$ cat src/rtl/tdm_serializer.sv
// Five-channel parallel-to-serial TDM framer with a one-frame holding register for gapless streaming.
// Optional underrun counter output is enabled by defining TDM_UNDERRUN_CNT_EN.
module tdm_serializer #(
    parameter int WORD_WIDTH = 32,
    parameter int FRAME_GAP  = 0
) (
    input  logic                  tdm_clk,
    input  logic                  reset,
    input  logic [WORD_WIDTH-1:0] ch0,
    input  logic [WORD_WIDTH-1:0] ch1,
    input  logic [WORD_WIDTH-1:0] ch2,
    input  logic [WORD_WIDTH-1:0] ch3,
    input  logic [WORD_WIDTH-1:0] ch4,
    input  logic                  load_valid,
    output logic                  load_ready,
    output logic                  tdm_data,
    output logic                  tdm_sync,
    output logic                  frame_done,
`ifdef TDM_UNDERRUN_CNT_EN
    output logic [7:0]            underrun_count,
`endif
    output logic                  busy
);

    localparam int FW = 5 * WORD_WIDTH;
    localparam int CW = $clog2(FW);
    localparam int GW = (FRAME_GAP > 1) ? $clog2(FRAME_GAP) : 1;
    localparam logic [CW-1:0] LAST_BIT = CW'(FW - 1);
    localparam logic [CW-1:0] PENULT_BIT = CW'(FW - 2);
    localparam logic [GW-1:0] GAP_LAST = (FRAME_GAP > 0) ? GW'(FRAME_GAP - 1) : '0;

    typedef enum logic [1:0] {
        ST_IDLE  = 2'd0,
        ST_SHIFT = 2'd1,
        ST_GAP   = 2'd2
    } state_t;

    state_t          state_q, state_d;
    logic [CW-1:0]   bit_cnt_q, bit_cnt_d;
    logic [GW-1:0]   gap_cnt_q, gap_cnt_d;
    logic            hold_full_q, hold_full_d;
    logic            data_q, data_d;
    logic            sync_q, sync_d;
    logic            done_q, done_d;
    logic [FW-1:0]   shreg_q, shreg_d;
    logic [FW-1:0]   hold_q, hold_d;
    logic            load_fire;
    logic            start_frame;

    assign load_fire = load_valid && !hold_full_q;

    always_comb begin
        state_d     = state_q;
        bit_cnt_d   = bit_cnt_q;
        gap_cnt_d   = gap_cnt_q;
        hold_full_d = hold_full_q;
        data_d      = 1'b0;
        sync_d      = 1'b0;
        done_d      = 1'b0;
        shreg_d     = shreg_q;
        hold_d      = hold_q;
        start_frame = 1'b0;

        if (load_fire) begin
            hold_d      = {ch0, ch1, ch2, ch3, ch4};
            hold_full_d = 1'b1;
        end

        case (state_q)
            ST_IDLE: begin
                if (hold_full_q) begin
                    start_frame = 1'b1;
                end
            end
            ST_SHIFT: begin
                if (bit_cnt_q == LAST_BIT) begin
                    if (FRAME_GAP == 0) begin
                        if (hold_full_q) begin
                            start_frame = 1'b1;
                        end else begin
                            state_d = ST_IDLE;
                        end
                    end else begin
                        state_d   = ST_GAP;
                        gap_cnt_d = '0;
                    end
                end else begin
                    // MSB of the shifter is always the bit currently on the wire
                    shreg_d   = shreg_q << 1;
                    data_d    = shreg_q[FW-2];
                    bit_cnt_d = bit_cnt_q + 1'b1;
                    done_d    = (bit_cnt_q == PENULT_BIT);
                end
            end
            ST_GAP: begin
                if (gap_cnt_q == GAP_LAST) begin
                    if (hold_full_q) begin
                        start_frame = 1'b1;
                    end else begin
                        state_d = ST_IDLE;
                    end
                end else begin
                    gap_cnt_d = gap_cnt_q + 1'b1;
                end
            end
            default: begin
                state_d = ST_IDLE;
            end
        endcase

        // A load can never coincide with a start: both depend on opposite hold_full_q values
        if (start_frame) begin
            shreg_d     = hold_q;
            data_d      = hold_q[FW-1];
            sync_d      = 1'b1;
            bit_cnt_d   = '0;
            hold_full_d = 1'b0;
            state_d     = ST_SHIFT;
        end
    end

    always_ff @(posedge tdm_clk or posedge reset) begin
        if (reset) begin
            state_q     <= ST_IDLE;
            bit_cnt_q   <= '0;
            gap_cnt_q   <= '0;
            hold_full_q <= 1'b0;
            data_q      <= 1'b0;
            sync_q      <= 1'b0;
            done_q      <= 1'b0;
        end else begin
            state_q     <= state_d;
            bit_cnt_q   <= bit_cnt_d;
            gap_cnt_q   <= gap_cnt_d;
            hold_full_q <= hold_full_d;
            data_q      <= data_d;
            sync_q      <= sync_d;
            done_q      <= done_d;
        end
    end

    // Payload registers carry no reset; hold_full_q and state_q decide whether they are meaningful
    always_ff @(posedge tdm_clk) begin
        shreg_q <= shreg_d;
        hold_q  <= hold_d;
    end

    assign load_ready = !hold_full_q;
    assign tdm_data   = data_q;
    assign tdm_sync   = sync_q;
    assign frame_done = done_q;
    assign busy       = (state_q != ST_IDLE);

`ifdef TDM_UNDERRUN_CNT_EN
    function automatic logic [7:0] sat_inc8(input logic [7:0] v);
        return (v == 8'hFF) ? v : v + 8'd1;
    endfunction

    logic [7:0] ucnt_q, ucnt_d;
    logic       frame_end;

    // A frame ends with nothing queued: the stream is about to idle or gap without a successor
    always_comb begin
        frame_end = (state_q == ST_SHIFT) && (bit_cnt_q == LAST_BIT);
        ucnt_d    = ucnt_q;
        if (frame_end && !hold_full_q) begin
            ucnt_d = sat_inc8(ucnt_q);
        end
    end

    always_ff @(posedge tdm_clk or posedge reset) begin
        if (reset) begin
            ucnt_q <= 8'd0;
        end else begin
            ucnt_q <= ucnt_d;
        end
    end

    assign underrun_count = ucnt_q;
`endif

endmodule

$ cat config.mk
export PLATFORM = sky130hd
export DESIGN_NAME = tdm_serializer
export DESIGN_NICKNAME = d
export VERILOG_FILES = /design/src/rtl/tdm_serializer.sv
export SDC_FILE = /design/constraint.sdc
export NUM_CORES = 1
export LEC_CHECK = 0
export ABC_AREA = 1
export ABC_CLOCK_PERIOD_IN_PS = 14300
export CORE_ASPECT_RATIO = 1.2
export CORE_UTILIZATION = 40
export DETAILED_ROUTE_END_ITERATION = 10
export PLACE_DENSITY = 0.71
export SYNTH_ARGS = -nofsm -noshare
export SYNTH_HDL_FRONTEND = slang
export SYNTH_SLANG_ARGS = --single-unit
export TNS_END_PERCENT = 5
$ cat constraint.sdc
create_clock -name tdm_clk -period 14.3 [get_ports tdm_clk]
set_clock_uncertainty 0.1 [all_clocks]
set_input_delay 2.145 -clock tdm_clk [delete_from_list [all_inputs] [get_ports tdm_clk]]
set_output_delay 2.145 -clock tdm_clk [all_outputs]
set_load 0.02 [all_outputs]
==> out/qor.csv <==
stage;metric;value;unit
timing;final setup fails;0;
setup_path;Max FO, Critical Path;8;
synth;leading area contributor after synthesis;edfxtp_1;
status;status;complete, no violations;
setup_path;WP data required;12.06;ns
timing;Least-Margin Pin Slew;0.962;ns
cts;CTS Sinks;332;
min_path;Min-Delay Endpoint;tdm_data;
pwr;total power;2.04;mW
synth;fraction of registers with async set/reset;3.92;%
setup_path;Worst Reg-to-Reg Cells;10;
pwr;PwrDens;133;nW/um^2
drt;final wirelength;22200;um
timing;max-slew violation count;0;
setup_path;Reg-to-Reg End;shreg_q[71];
setup_path;reg2reg setup slack;10.63;ns
drt;DR vias;6985;
synth;post-synthesis sequential area ratio;80.7;%
synth;most common cell in the netlist;nand2_1;
layout;Filler cells;2580;
floorplanning;Die ar.;31400;sq um
drt;Initial DRC Count;491;
layout;Antenna diodes;0;
global_routing;first-pass GRT wire length;35800;um
global_routing;GRT overflow;0;
setup_path;startpoint types;register;
timing;WHS;0.354;ns
synth;top cells by area, synth;edfxtp_1 78%, nand2_1 15%, dfrtp_1 2.6%;
cts;clk buf depth;3;
synth;Post-synth EDFFs;319;
synth;Yosys cell types;20;
drt;via-per-instance ratio;4.65;
synth;post-synth top area share;78.0;%
min_path;hold path cells;2;
cts;clk_lat worst skew;0.50;ns
synth;Yosys warning count;0;
synth;ys flop type;edfxtp_1;
timing;Fin. Hold Viols;0;
floorplanning;Die Span Y;194;um
cts;clk slew on worst S/H paths;0.06;ns
timing;setup tns final;0;ns
setup_path;Crit Path Category;register to output pin;
setup_path;CP Capture Type;output pin;
cts;CTS tree;yes;
synth;Synth Cell Area;12300;sq um
cts;H-Tree Depth;2;
setup_path;reg2reg start;bit_cnt_q[1];
global_routing;largest net degree at the start of global routing;105;
layout;layout cells sized above 1;5.30;%
drt;iteration count of the initial detailed-routing pass;5;
setup_path;WP data arrival;1.96;ns
min_path;worst hold-check path type;register to register;
floorplanning;die extent in x;162;um
timing;unrepaired setup endpoints after global routing;no;
drt;Routed Antenna Nets;0;
global_routing;Tot GR Track Use;14.3;%
timing;Slew headroom;35.9;%
floorplanning;# IOs;168;
floorplanning;Initial Util;41.1;%
drt;# DRC;0;
global_routing;initial antenna violation count;0;
cts;clock buffer count from CTS;34;
synth;top cells by count, synth;495 x nand2_1, 319 x edfxtp_1, 16 x nand3_1, 13 x dfrtp_1, 12 x inv_1;
pwr;Peak VDD IR;98.9;uV
synth;average cell area after synthesis;13.4;sq um
synth;flops & latches, synth;332;
floorplanning;Placeable Area;29900;sq um
pwr;static leakage;6.10;nW
cts;Post-CTS Hold Fix Bufs;0;
layout;# nets final;1255;
timing;fin crit share;29.4;%
synth;syn_nets;1080;
placed_design;PortBufs;167;
floorplanning;Rows;69;
drt;Avg WL per Cell;14.7;um
cts;post-cts sizing count;0;
cts;clock root buffer;clkbuf_16;
global_routing;vias in the first global route;7294;
synth;post-synthesis cell count;915;
min_path;hold wc startpoint;hold_q[159];
timing;min Tclk post-route;4.20;ns
layout;Layout area overhead;25.1;%
run;Max Cap Viol;0;
cts;postcts setup bufs;0;
placed_design;GP Congestion;0.735;
placed_design;post-detailed-placement half-perimeter wirelength;12800;um
timing;Max Clock Freq;238;MHz
## routing by layer
layer  vias to the layer above  share of wire (%)  global-route usage (%)  wire [um]
met3                        43                5.0                    2.91       1120
met5                         -                  0                       0          0
met2                       185                 50                    24.6      11000
met4                         0                2.5                    4.96        558
li1                       3427                  -                       -          -
met1                      3330                 43                    18.0       9470
## worst max path at each step
stage,to,slack [ns],depth (start not counted),startpoint
4_1_cts,load_ready,10.08,2,hold_full_q
5_1_grt,load_ready,10.02,2,hold_full_q
3_5_place_dp,hold_q[140],9.69,5,load_valid
6_report,load_ready,10.10,2,hold_full_q
2_1_floorplan,hold_q[0],4.60,2,load_valid
3_3_place_gp,hold_q[140],9.74,5,load_valid
## where the power goes
part	switching [mW]	internal [mW]	total, mW
sequential	0.00687	1.09	1.10
clock	0.349	0.518	0.867
combinational	0.0231	0.0490	0.0721
## cell families after synthesis
| logic type | count (synthesis) | share of synthesized area (%) |
|---|---|---|
| buffers and inverters | 50 | 2.47 |
| AO/OA/AOI/OAI | 6 | 0.245 |
| adder cells (fa/ha/maj) | 2 | 0.204 |
| flip-flops | 332 | 80.7 |
| AND/OR/NAND/NOR | 524 | 16.3 |
| XOR/XNOR | 1 | 0.0713 |
## placed cells by master (no fill, tap or decap), types with 2 or more instances in the layout
master / n
nand4_1: 2
nand3_1: 16
nand2_4: 2
o21ai_0: 5
dfrtp_1: 13
edfxtp_1: 319
clkdlybuf4s50_1: 167
clkinv_1: 11
ha_1: 2
nand2_1: 494
clkbuf_1: 5
bufinv_16: 4
clkinv_2: 3
nor2_1: 6
clkbuf_16: 35
buf_4: 7
inv_1: 12
## metrics by stage
step / cell area (sq um) / setup slack [ns] / util, % / cells
finish: 15400 / 10.10 / 51.4 / 1503
global route: 15400 / 10.02 / 51.4 / 1503
CTS: 15400 / 10.08 / 51.4 / 1503
detailed placement: 14300 / 9.69 / 47.8 / 1444
global placement: 14300 / 9.74 / 47.8 / 1444
floorplan: 12300 / 4.60 / - / 915
## state kept, by name, indices dropped and copies added (netlist names)
name	flops
hold_q	160
shreg_q	159
bit_cnt_q	8
frame_done	1
hold_full_q	1
state_q	1
tdm_data	1
tdm_sync	1
## worst max-delay path, cell delays in order (launching register included)
cell,delay [ns]
dfrtp_1,0.51
clkinv_1,0.32
clkdlybuf4s50_1,0.63
## final cells by class
type	instances	area, sq um	share of cell area (%)
Sequential cell	332	9900	64.5
Multi-Input combinational cell	533	2100	13.7
Timing Repair Buffer	174	1720	11.2
Clock buffer	40	895	5.82
Tap cell	390	488	3.18
Clock inverter	19	189	1.23
Inverter	15	58.8	0.383
Power figures use the tool's default switching activity.
